**config.mk**
```make
export PLATFORM = sky130hd
export DESIGN_NAME = vedic_mul_pipe
export DESIGN_NICKNAME = d
export VERILOG_FILES = /design/src/rtl/vedic_mul_pipe.sv
export SDC_FILE = /design/constraint.sdc
export NUM_CORES = 2
export LEC_CHECK = 0
export CAP_MARGIN = 20
export CORE_MARGIN = 2
export CORE_UTILIZATION = 54
export DETAILED_ROUTE_END_ITERATION = 12
export GPL_TIMING_DRIVEN = 0
export PLACE_DENSITY = 0.72
export SLEW_MARGIN = 20
export SYNTH_ARGS = -nofsm -noshare
export SYNTH_HDL_FRONTEND = slang
export SYNTH_SLANG_ARGS = --single-unit
```
**constraint.sdc**
```tcl
create_clock -name clk -period 13.2 [get_ports clk]
set_clock_uncertainty 0.2 [all_clocks]
set_input_delay 3.96 -clock clk [delete_from_list [all_inputs] [get_ports clk]]
set_output_delay 3.96 -clock clk [all_outputs]
set_load 0.05 [all_outputs]
```
**src/rtl/vedic_mul_pipe.sv**
```systemverilog
`default_nettype none
// ============================================================================
// Module   : vedic_mul_pipe
// Purpose  : 3-stage valid/ready pipelined Urdhva-Tiryagbhyam multiplier with
//            per-transaction signed/unsigned mode and a sideband tag.
// Revision : 1.0  initial release
// ============================================================================
module vedic_mul_pipe #(
    parameter int WIDTH = 26,
    parameter int TAG_W = 4
) (
    input  logic                 clk,
    input  logic                 rst_n,
    input  logic                 in_valid,
    output logic                 in_ready,
    input  logic [WIDTH-1:0]     a,
    input  logic [WIDTH-1:0]     b,
    input  logic                 signed_mode,
    input  logic [TAG_W-1:0]     in_tag,
    output logic                 out_valid,
    input  logic                 out_ready,
    output logic [2*WIDTH-1:0]   mul,
    output logic [TAG_W-1:0]     out_tag
);

    localparam int c_H = WIDTH / 2;
    localparam logic [WIDTH-1:0]   c_ONE_W  = {{(WIDTH-1){1'b0}}, 1'b1};
    localparam logic [2*WIDTH-1:0] c_ONE_2W = {{(2*WIDTH-1){1'b0}}, 1'b1};

    // Stage registers
    logic                 r_s1_v, r_s2_v, r_s3_v;
    logic [TAG_W-1:0]     r_s1_tag, r_s2_tag;
    logic                 r_s1_neg, r_s2_neg;
    logic [WIDTH-1:0]     r_s1_amag, r_s1_bmag;
    logic [2*c_H-1:0]     r_pll, r_plh, r_phl, r_phh;
    logic [2*WIDTH-1:0]   r_mul;
    logic [TAG_W-1:0]     r_out_tag;

    // Handshake
    logic w_s3_space, w_s2_space;
    logic w_s2_adv, w_s1_adv, w_in_fire;

    assign w_s3_space = !r_s3_v || out_ready;
    assign w_s2_adv   = r_s2_v && w_s3_space;
    assign w_s2_space = !r_s2_v || w_s2_adv;
    assign w_s1_adv   = r_s1_v && w_s2_space;
    assign in_ready   = !r_s1_v || w_s1_adv;
    assign w_in_fire  = in_valid && in_ready;

    // Operand conditioning: in signed mode -2^(W-1) maps to 2^(W-1), still W bits
    logic             w_a_neg, w_b_neg;
    logic [WIDTH-1:0] w_a_mag, w_b_mag;

    assign w_a_neg = signed_mode && a[WIDTH-1];
    assign w_b_neg = signed_mode && b[WIDTH-1];
    assign w_a_mag = w_a_neg ? (~a + c_ONE_W) : a;
    assign w_b_mag = w_b_neg ? (~b + c_ONE_W) : b;

    // Cross-term combination
    logic [2*c_H:0]     w_cross;
    logic [2*c_H:0]     w_mid;
    logic [1:0]         w_carry;
    logic [c_H-1:0]     w_hi;
    logic [2*WIDTH-1:0] w_prod;
    logic [2*WIDTH-1:0] w_res;

    assign w_cross = {1'b0, r_plh} + {1'b0, r_phl};
    assign w_mid   = {1'b0, w_cross[2*c_H-1:0]}
                   + {1'b0, r_phh[c_H-1:0], r_pll[2*c_H-1:c_H]};
    // Both carries are summed so the upper quarter stays exact
    assign w_carry = {1'b0, w_cross[2*c_H]} + {1'b0, w_mid[2*c_H]};
    assign w_hi    = r_phh[2*c_H-1:c_H] + {{(c_H-2){1'b0}}, w_carry};
    assign w_prod  = {w_hi, w_mid[2*c_H-1:0], r_pll[c_H-1:0]};
    assign w_res   = r_s2_neg ? (~w_prod + c_ONE_2W) : w_prod;

    always_ff @(posedge clk) begin
        if (!rst_n) begin
            r_s1_v    <= 1'b0;
            r_s2_v    <= 1'b0;
            r_s3_v    <= 1'b0;
            r_mul     <= '0;
            r_out_tag <= '0;
        end else begin
            if (in_ready) begin
                r_s1_v <= in_valid;
            end
            if (w_s2_space) begin
                r_s2_v <= r_s1_v;
            end
            if (w_s3_space) begin
                r_s3_v <= r_s2_v;
            end
            if (w_s2_adv) begin
                r_mul     <= w_res;
                r_out_tag <= r_s2_tag;
            end
        end
    end

    // Datapath registers carry no reset; their valid bits qualify them
    always_ff @(posedge clk) begin
        if (w_in_fire) begin
            r_s1_tag  <= in_tag;
            r_s1_neg  <= signed_mode && (a[WIDTH-1] ^ b[WIDTH-1]);
            r_s1_amag <= w_a_mag;
            r_s1_bmag <= w_b_mag;
        end
        if (w_s1_adv) begin
            r_s2_tag <= r_s1_tag;
            r_s2_neg <= r_s1_neg;
            r_pll    <= {{c_H{1'b0}}, r_s1_amag[c_H-1:0]}
                      * {{c_H{1'b0}}, r_s1_bmag[c_H-1:0]};
            r_plh    <= {{c_H{1'b0}}, r_s1_amag[c_H-1:0]}
                      * {{c_H{1'b0}}, r_s1_bmag[2*c_H-1:c_H]};
            r_phl    <= {{c_H{1'b0}}, r_s1_amag[2*c_H-1:c_H]}
                      * {{c_H{1'b0}}, r_s1_bmag[c_H-1:0]};
            r_phh    <= {{c_H{1'b0}}, r_s1_amag[2*c_H-1:c_H]}
                      * {{c_H{1'b0}}, r_s1_bmag[2*c_H-1:c_H]};
        end
    end

    assign out_valid = r_s3_v;
    assign mul       = r_mul;
    assign out_tag   = r_out_tag;

endmodule
`default_nettype wire

```
==> summary.txt <==
Die
  – Die area: 64,100 sq um
  – Initial Util: 54.5%
  – Die width: 253 um
  – Chip height: 253 um
  – FP Rows: 91
  – IO Pins: 119
  – Core Box Area: 61,500 sq um

Cells and area
  – Footprint of the multi-input gates: 24,600 sq um
  – Fillers: 5,354
  – Sequential cell area: 6170 sq um
  – Synth-to-Final Area Change: 10.0%
  – Share of layout cells above drive strength 1: 2.51%
  – Post-layout instance area: 36,900 sq um
  – NumNets Final: 4,658
  – Post-layout util: 60.0%

Synth
  – Post-Synth Simple-Gate Area: 16.5%
  – Top cell type by total area after synthesis: fa_1
  – Syn Area/Cell: 9.27 sq um
  – Ys async rst share: 0%
  – Mapped Area: 33,500 sq um
  – Main flop type after synthesis: edfxtp_1
  – Mapped Cells: 3,615
  – Post-synthesis xor/xnor area fraction: 5.83%
  – Multiplexer share of the synthesized area: 0.123%
  – Top cells by area, synth: fa_1 (29%), edfxtp_1 (15%), ha_1 (13%), inv_1 (6.6%), nand2_1 (5.6%)
  – EDFF count, synth: 166
  – Synthesized net count: 4,503
  – Synth warnings: 0
  – Adder-Cell Fraction of Synth Area: 41.8%
  – Main combinational cell family by area after synthesis: adder cells
  – Sequential area share after synthesis: 18.4%
  – Top cell type's share of synthesized area: 29.1%
  – Number of synthesized register bits: 225
  – Synth Area in Compound Gates: 9.00%
  – Distinct cell type count after synthesis: 85

STA
  – Rel. slew slack: 22.9%
  – Unrepaired setup endpoints after global routing: false
  – Slew @ Worst Pin: 1.16 ns
  – Endpoints failing hold: 0
  – Final min period: 9.94 ns
  – Crit share post-route: 75.3%
  – Setup violations, final: 0
  – Hold slack: 0.224 ns
  – Fmax: 0.101 GHz
  – Slew Limit Fails: 0
  – TNS Setup: 0 ns

Detailed routing
  – DR DRC count: 0
  – DR WL/cell: 20.5 um
  – Routed Antenna Nets: 0
  – Detailed-route via count: 26,093
  – Vias per cell: 5.69
  – WL final: 93,800 um
  – DRT Pass-1 Iters: 6
  – 1st-iter DRT viols: 2,176

Clocking
  – CTS tree: built
  – Clk sinks: 225
  – H-Tree Depth: 1
  – # hold bufs at CTS: 0
  – Clock tree buffer depth: 3
  – Post-CTS setup buffer count: 0
  – Clock transition at path regs: 0.05 ns
  – CTS Buf Count: 27
  – Post-CTS sizing: 0
  – CTS Root Cell: clkbuf_16
  – Clock latency on the worst-skew pair: 0.58 ns

GRT
  – Vias in the first global route: 25,951
  – Pin count of the biggest net entering global routing: 27
  – Antenna violations before repair: 11
  – First-pass GRT wire length: 146,000 um
  – GR Overflow Total: 0
  – Gr usage total: 30.1%

Outcome
  – Outcome: finished, final reports clean

Flow run
  – Max-Cap Viols: 0

Worst setup path
  – Crit Path Class: in -> out
  – Maximum fanout along the worst path: 7
  – Critical Path AT: 5.78 ns
  – Worst Setup Start Kind: primary input
  – Required @ worst endpoint: 9.04 ns
  – Setup crit end kind: output pin

Placed design
  – Dpl cell area: 35,900 sq um
  – Port Buffer Count: 118
  – Detailed Place HPWL: 75,500 um
  – Routability congestion estimate: 0.978

Worst hold path
  – Hold Crit Class: reg -> reg
[placed cells by master (no fill, tap or decap), types with 46 or more instances in the layout]
cell type	n
clkdlybuf4s50_1	118
inv_1	588
xor2_1	87
nand2_1	504
edfxtp_1	166
o21ai_0	70
fa_1	487
dfxtp_1	59
and2_1	281
clkbuf_1	146
nor2_1	143
ha_1	340
a21o_1	46
a21oi_1	125
xnor2_1	136
[layout make-up]
class                           instances  area share, %
Buffer                                149           1.59
Sequential cell                       225           16.7
Inverter                              589           6.00
Antenna cell                            5         0.0339
Clock inverter                         14          0.482
Clock buffer                           36           2.03
Tap cell                              790           2.68
Timing Repair Buffer                  126           3.80
Multi-Input combinational cell       2652           66.7
[kinds of logic (layout without fill, tap and decap cells)]
group           after synthesis  count (layout)
compound gates              451             451
xor+xnor                    223             223
fa+ha+maj                   827             827
buf+inv                     738             914
flops                       225             225
mux                           4               4
other cells                   0               5
simple gates               1147            1147
[through the flow]
step / setup WS, ns / cells
2_1_floorplan: 0.310 / 3615
3_3_place_gp: -3.50 / 4523
3_5_place_dp: 3.25 / 4531
4_1_cts: 3.25 / 4581
5_1_grt: 3.17 / 4582
6_report: 3.26 / 4586
[worst paths after layout]
path                          startpoint                    end  slack (ns)  cells past startpoint
hold / removal     r_s1_tag[3]$_DFFE_PP_  r_s2_tag[3]$_DFFE_PP_        0.22                      0
hold reg to reg    r_s1_tag[3]$_DFFE_PP_  r_s2_tag[3]$_DFFE_PP_        0.22                      0
setup / recovery               out_ready               in_ready        3.26                      4
setup reg to reg  r_s1_bmag[6]$_DFFE_PP_    r_phl[23]$_DFFE_PP_        4.73                     22
[Yosys cell counts (all sizes together) (46+ instances only)]
cell    count
a21o       46
a21oi     127
and2      281
clkbuf    141
dfxtp      59
edfxtp    166
fa        487
ha        340
inv       589
nand2     506
nand3      46
nor2      143
o21ai      77
xnor2     136
xor2       87
[routing by layer]
metal	global-route usage, %	part of all wire [%]
met1	38.2	39
met2	48.7	45
met3	8.50	11
met4	12.1	4.8
met5	0	0.078
[worst max-delay path, cell delays in order]
cell and delay (ns):
clkdlybuf4s50_1 0.39, nor2b_1 0.51, nand3_1 0.18, clkdlybuf4s50_1 0.73
[registers in the layout, summed over array words and instances (netlist names)]
signal     flops
r_phh         26
r_phl         26
r_s2_neg       1
r_s1_tag       4
r_s1_v         1
r_pll         26
r_s2_tag       4
r_s1_bmag     26
r_s2_v         1
mul           52
r_s1_amag     26
out_tag        4
r_s1_neg       1
r_plh         26
out_valid      1
Power is not shown: default switching activity piles up to over one toggle a cycle in this logic, so the estimate is an artifact.
